[config.mk]
export PLATFORM = sky130hd
export DESIGN_NAME = step_clk_ctrl_flat
export DESIGN_NICKNAME = d
export VERILOG_FILES = /design/src/rtl/step_clk_ctrl_if.sv /design/src/rtl/step_clk_ctrl.sv /design/src/flat_wrapper.sv
export SDC_FILE = /design/constraint.sdc
export NUM_CORES = 1
export LEC_CHECK = 0
export ABC_AREA = 1
export CORE_MARGIN = 2
export CORE_UTILIZATION = 35
export CTS_CLUSTER_SIZE = 40
export DETAILED_ROUTE_END_ITERATION = 8
export GPL_TIMING_DRIVEN = 0
export PLACE_DENSITY_LB_ADDON = 0.08
export SYNTH_ARGS = -nofsm -noshare
export SYNTH_HDL_FRONTEND = slang
export SYNTH_SLANG_ARGS = --single-unit
[constraint.sdc]
create_clock -name clk -period 5.9 [get_ports clk]
set_clock_uncertainty 0.15 [all_clocks]
set_input_delay 1.18 -clock clk [delete_from_list [all_inputs] [get_ports clk]]
set_output_delay 1.18 -clock clk [all_outputs]
set_load 0.05 [all_outputs]
[src/rtl/step_clk_ctrl_if.sv]
// -----------------------------------------------------------------------------
// step_clk_ctrl_if
// Groups the board-facing signals of the processor clock-enable controller.
//   master : board/test side; drives the raw button and mode switch, observes
//            the enable strobe and status outputs.
//   slave  : the controller itself.
// Signals:
//   key_n      raw push-button, active-low, asynchronous to clk
//   run_sw     raw mode switch (1 = free run, 0 = single step), asynchronous
//   cpu_en     one-clock-wide (STEP) or continuous (RUN) processor enable
//   running    high while free-running (LED)
//   key_db     debounced button state, 1 = pressed
//   step_count number of clk edges sampled with cpu_en = 1 (wraps)
// -----------------------------------------------------------------------------
interface step_clk_ctrl_if #(
  parameter int CNT_W = 32
);
  logic             key_n;
  logic             run_sw;
  logic             cpu_en;
  logic             running;
  logic             key_db;
  logic [CNT_W-1:0] step_count;

  modport master (
    output key_n,
    output run_sw,
    input  cpu_en,
    input  running,
    input  key_db,
    input  step_count
  );

  modport slave (
    input  key_n,
    input  run_sw,
    output cpu_en,
    output running,
    output key_db,
    output step_count
  );
endinterface

[src/rtl/step_clk_ctrl.sv]
// -----------------------------------------------------------------------------
// step_clk_ctrl
// Clock-enable controller for a soft-core processor. Turns a bouncing push
// button into exactly one single-cycle cpu_en pulse per debounced press, and a
// mode switch into a continuous free-run enable.
// Ports:
//   clk    board clock, the only clock of the block
//   reset  asynchronous, active-high reset
//   bus    step_clk_ctrl_if.slave (key_n, run_sw in; cpu_en, running,
//          key_db, step_count out)
// Parameters:
//   DEBOUNCE_CYCLES  consecutive stable synchronised cycles needed to accept
//                    a button level change (>= 2)
//   CNT_W            width of step_count
// -----------------------------------------------------------------------------
module step_clk_ctrl #(
  parameter int DEBOUNCE_CYCLES = 1000000,
  parameter int CNT_W           = 32
) (
  input  logic            clk,
  input  logic            reset,
  step_clk_ctrl_if.slave  bus
);

  localparam int             DB_W    = (DEBOUNCE_CYCLES > 2) ? $clog2(DEBOUNCE_CYCLES) : 1;
  localparam logic [DB_W-1:0] DB_LAST = DB_W'(DEBOUNCE_CYCLES - 1);

  typedef enum logic [1:0] {
    S_IDLE = 2'd0,
    S_STEP = 2'd1,
    S_HOLD = 2'd2,
    S_RUN  = 2'd3
  } state_t;

  // Synchronisers
  logic key_meta_q, key_meta_d;
  logic key_s_q,    key_s_d;
  logic run_meta_q, run_meta_d;
  logic run_s_q,    run_s_d;

  // Debouncer
  logic [DB_W-1:0] db_cnt_q, db_cnt_d;
  logic            key_db_q, key_db_d;
  logic            key_db_dly_q, key_db_dly_d;
  logic            press;

  // Control
  state_t           state_q, state_d;
  logic [CNT_W-1:0] step_count_q, step_count_d;
  logic             cpu_en;

  // ---------------------------------------------------------------------------
  // Next-state logic for synchronisers and debouncer
  // ---------------------------------------------------------------------------
  always_comb begin
    key_meta_d   = bus.key_n;
    key_s_d      = key_meta_q;
    run_meta_d   = bus.run_sw;
    run_s_d      = run_meta_q;
    key_db_dly_d = key_db_q;

    // Counter only advances while the synchronised (pressed-high) level
    // disagrees with the accepted level; any agreement restarts the window.
    key_db_d = key_db_q;
    db_cnt_d = '0;
    if (~key_s_q != key_db_q) begin
      if (db_cnt_q == DB_LAST) begin
        key_db_d = ~key_s_q;
      end else begin
        db_cnt_d = db_cnt_q + DB_W'(1);
      end
    end
  end

  // Rising edge of the debounced level: one cycle per accepted press.
  assign press = key_db_q & ~key_db_dly_q;

  // ---------------------------------------------------------------------------
  // FSM next state
  // ---------------------------------------------------------------------------
  always_comb begin
    state_d = state_q;
    unique case (state_q)
      S_IDLE: begin
        // Mode switch wins over a coincident press.
        if (run_s_q)    state_d = S_RUN;
        else if (press) state_d = S_STEP;
      end
      S_STEP: state_d = S_HOLD;
      S_HOLD: if (!key_db_q) state_d = S_IDLE;
      S_RUN:  if (!run_s_q)  state_d = S_IDLE;
      default: state_d = S_IDLE;
    endcase
  end

  // Moore outputs straight from the state register, so an asynchronous
  // reset drops cpu_en without waiting for a clock edge.
  assign cpu_en = (state_q == S_STEP) || (state_q == S_RUN);

  always_comb begin
    step_count_d = step_count_q;
    if (cpu_en) step_count_d = step_count_q + CNT_W'(1);
  end

  // ---------------------------------------------------------------------------
  // Registers
  // ---------------------------------------------------------------------------
  always_ff @(posedge clk or posedge reset) begin
    if (reset) begin
      key_meta_q   <= 1'b1;
      key_s_q      <= 1'b1;
      run_meta_q   <= 1'b0;
      run_s_q      <= 1'b0;
      db_cnt_q     <= '0;
      key_db_q     <= 1'b0;
      key_db_dly_q <= 1'b0;
      state_q      <= S_IDLE;
      step_count_q <= '0;
    end else begin
      key_meta_q   <= key_meta_d;
      key_s_q      <= key_s_d;
      run_meta_q   <= run_meta_d;
      run_s_q      <= run_s_d;
      db_cnt_q     <= db_cnt_d;
      key_db_q     <= key_db_d;
      key_db_dly_q <= key_db_dly_d;
      state_q      <= state_d;
      step_count_q <= step_count_d;
    end
  end

  assign bus.cpu_en     = cpu_en;
  assign bus.running    = (state_q == S_RUN);
  assign bus.key_db     = key_db_q;
  assign bus.step_count = step_count_q;

endmodule

[src/flat_wrapper.sv]
// flat-port wrapper written by rule: the top's interface ports become plain ports
module step_clk_ctrl_flat 
#(
  parameter int DEBOUNCE_CYCLES = 1000000,
  parameter int CNT_W           = 32
)
  (clk, reset, bus_key_n, bus_run_sw, bus_cpu_en, bus_running, bus_key_db, bus_step_count);
  step_clk_ctrl_if #(.CNT_W(CNT_W)) bus_i ();
  input  logic clk;
  input  logic reset;
  input wire logic [$bits(bus_i.key_n)-1:0] bus_key_n;
  input wire logic [$bits(bus_i.run_sw)-1:0] bus_run_sw;
  output wire logic [$bits(bus_i.cpu_en)-1:0] bus_cpu_en;
  output wire logic [$bits(bus_i.running)-1:0] bus_running;
  output wire logic [$bits(bus_i.key_db)-1:0] bus_key_db;
  output wire logic [$bits(bus_i.step_count)-1:0] bus_step_count;
  assign bus_i.key_n = bus_key_n;
  assign bus_i.run_sw = bus_run_sw;
  assign bus_cpu_en = bus_i.cpu_en;
  assign bus_running = bus_i.running;
  assign bus_key_db = bus_i.key_db;
  assign bus_step_count = bus_i.step_count;
  step_clk_ctrl #(.DEBOUNCE_CYCLES(DEBOUNCE_CYCLES), .CNT_W(CNT_W)) u_core (.clk(clk), .reset(reset), .bus(bus_i));
endmodule
==> results.toml <==
[synth]
synth_edf_count = 0
netlist_area_sq_mm = 0.003131
avgSynthCellArea_sq_um = 8.530
netlist_instances = 367
synth_warnings = 0
syn_nets = 373
async_flop_share = 1.000
synth_seq_cells = 60
ys_seq_area_frac = 0.4804
synth.distinct_cells = 29
synthFlopType = "dfrtp_1"

[detailed_routing]
avgViaCountPerCell = 4.615
ant_nets = 0
drt-total-wl_um = 6595
first_pass_iters = 4
drcViolationCount = 0
drt_iter0_drc = 97
vias = 2446
wire_per_inst_um = 12.44

[floorplan]
start_util = 0.3607
chipWidth_um = 98.58
die_area_sq_mm = 0.009717
rows = 34
coreArea_sq_mm = 0.008678
pin_count = 39
die_h_um = 98.58

[setup_path]
r2r_start = "u_core.db_cnt_q[0]"
crit_type = "reg2out"
crit_end = "bus_cpu_en"
arrival_ns = 1.72
endpoint_kind = "primary output"
critPathRequiredTime_ns = 4.57
worstPathMaxFanout = 10
critPathLaunch = "u_core.state_q[0]"
ff2ff_setup_slack_ns = 4.19
start_kind = "flip-flop"
timing.rr.end = "u_core.db_cnt_q[18]"
ff2ff_path_depth = 6

[power]
vdd_drop_max_v = 0.0001213
leakage_nw = 1.683
p_per_area_mw_per_mm2 = 281.9

[sta]
finalSetupTns_ns = 0
hold_viol = 0
rsz0062_at_grt = "no"
setup_slack_ns = 2.851
worstMarginPinSlew_ns = 0.7164
maxSlewViolCount = 0
max_clock_freq_ghz = 0.3280
timing.final.crit_share = 0.5167
setup_viol = 0
fin_crit_ns = 3.049
timing.slew.headroom = 0.5217

[clocking]
cts_buffers = 9
holdBufCountCts = 0
numClockSinks = 60
cts_tree = "done"
clk_pin_slew_ns = 0.06
cts_resized = 0
cts_setup_buffers = 0
root_buffer = "clkbuf_8"
clock_latency_ns = 0.33
clockBufferDepth = 2
cts-htree-levels = 3

[job]
maxCapViolations = 0

[cells_and_area]
n_antenna_cell = 0
layout.nets = 423
drive_gt1_frac = 0.1280
final_cell_mix = "nand2_1, nor2_1, dfrtp_1"
layout_commonest_cell = "nand2_1"
nFillCells = 912
areaGrowthSynthToFinish_pct = 23.22

[worst_hold_path]
holdCritPathClass = "reg2reg"

[placement]
place_hpwl_um = 4823
dp_slack_ns = 3.191
gp_congestion = 0.8282
port_buffers = 38

[run_status]
outcome = "completed"

[grt]
overflow = 0
grt_pass1_wl_um = 11520
grt_max_degree = 33
grt_usage = 0.1490
grt_pass1_vias = 2379
antenna_found_initial = 0
==> metal layers <==
| metal | share of wire | wire (um) | global-route usage |
|---|---|---|---|
| met5 | 0 | 0 | 0 |
| met2 | 0.45 | 2993 | 0.2145 |
| met4 | 0.014 | 90 | 0.04742 |
| met3 | 0.045 | 298 | 0.05177 |
| met1 | 0.49 | 3212 | 0.2110 |
==> critical path, cell delays in order, from the launching register on <==
cell and delay, ns:
dfrtp_1 0.34, buf_6 0.15, buf_2 0.11, clkdlybuf4s50_1 0.79
==> cells by family after synthesis <==
kind of cell             after synthesis  synth area share
AND/OR/NAND/NOR                      224            0.3477
flip-flops                            60            0.4804
buffers and inverters                 38           0.04836
XOR/XNOR                              35            0.1003
AO/OA/AOI/OAI                          8           0.01519
adder cells (fa/ha/maj)                2          0.007992
==> metrics by stage <==
stage,power [mW],hold slack (ns),instances,instance area (sq um),util
after global placement,0.7397,0.1906,513,3646,0.4201
final,1.088,0.2098,530,3857,0.4445
after CTS,1.110,0.2156,530,3857,0.4445
after floorplan,0.6673,0.1812,367,3131,-
after detailed placement,0.7450,0.1918,514,3666,0.4224
after global routing,1.146,0.2195,530,3857,0.4445
==> report_power, final <==
| group | switching [mW] | internal, mW |
|---|---|---|
| logic | 0.170 | 0.0858 |
| clock network | 0.156 | 0.198 |
| registers | 0.0358 | 0.442 |
==> cells in the mapped netlist, types with 2 or more instances <==
library cell	n	area, sq um
nand3b_1	4	30.03
a21oi_1	3	15.01
dfstp_2	2	52.55
inv_1	36	135.1
nand2_4	3	33.78
nand2_1	87	326.6
nand4_1	9	56.30
ha_1	2	25.02
xnor2_1	16	140.1
nand2_2	12	75.07
nor2_1	62	232.7
dfrtp_1	58	1451
nor2_4	11	123.9
nand3_2	2	20.02
nand3_1	24	120.1
xor2_1	18	157.7
nor3_1	3	15.01
nor2_2	4	25.02
==> cell type report <==
class	count	area [sq um]	area share
clock buffer	15	186.4	0.04833
sequential	60	1504	0.3899
timing repair buffer	39	400.4	0.1038
tap	108	135.1	0.03503
clock inverter	1	5.005	0.001297
inverter	36	135.1	0.03503
buffer	2	16.27	0.004217
multi-input combinational	269	1475	0.3824
==> state kept, by name, indices dropped and copies added (netlist names) <==
signal	cells
u_core.bus.key_db	1
u_core.bus.step_count	32
u_core.db_cnt_q	20
u_core.key_db_dly_q	1
u_core.key_meta_q	1
u_core.key_s_q	1
u_core.run_meta_q	1
u_core.run_s_q	1
u_core.state_q	2
==> how the worst min path moves through the flow <==
stage                      start              to  depth (start not counted)
3_3_place_gp   u_core.run_meta_q  u_core.run_s_q                          0
6_report       u_core.run_meta_q  u_core.run_s_q                          0
5_1_grt        u_core.key_meta_q  u_core.key_s_q                          0
3_5_place_dp   u_core.run_meta_q  u_core.run_s_q                          0
4_1_cts        u_core.key_meta_q  u_core.key_s_q                          0
2_1_floorplan  u_core.run_meta_q  u_core.run_s_q                          0
Power figures use the tool's default switching activity.
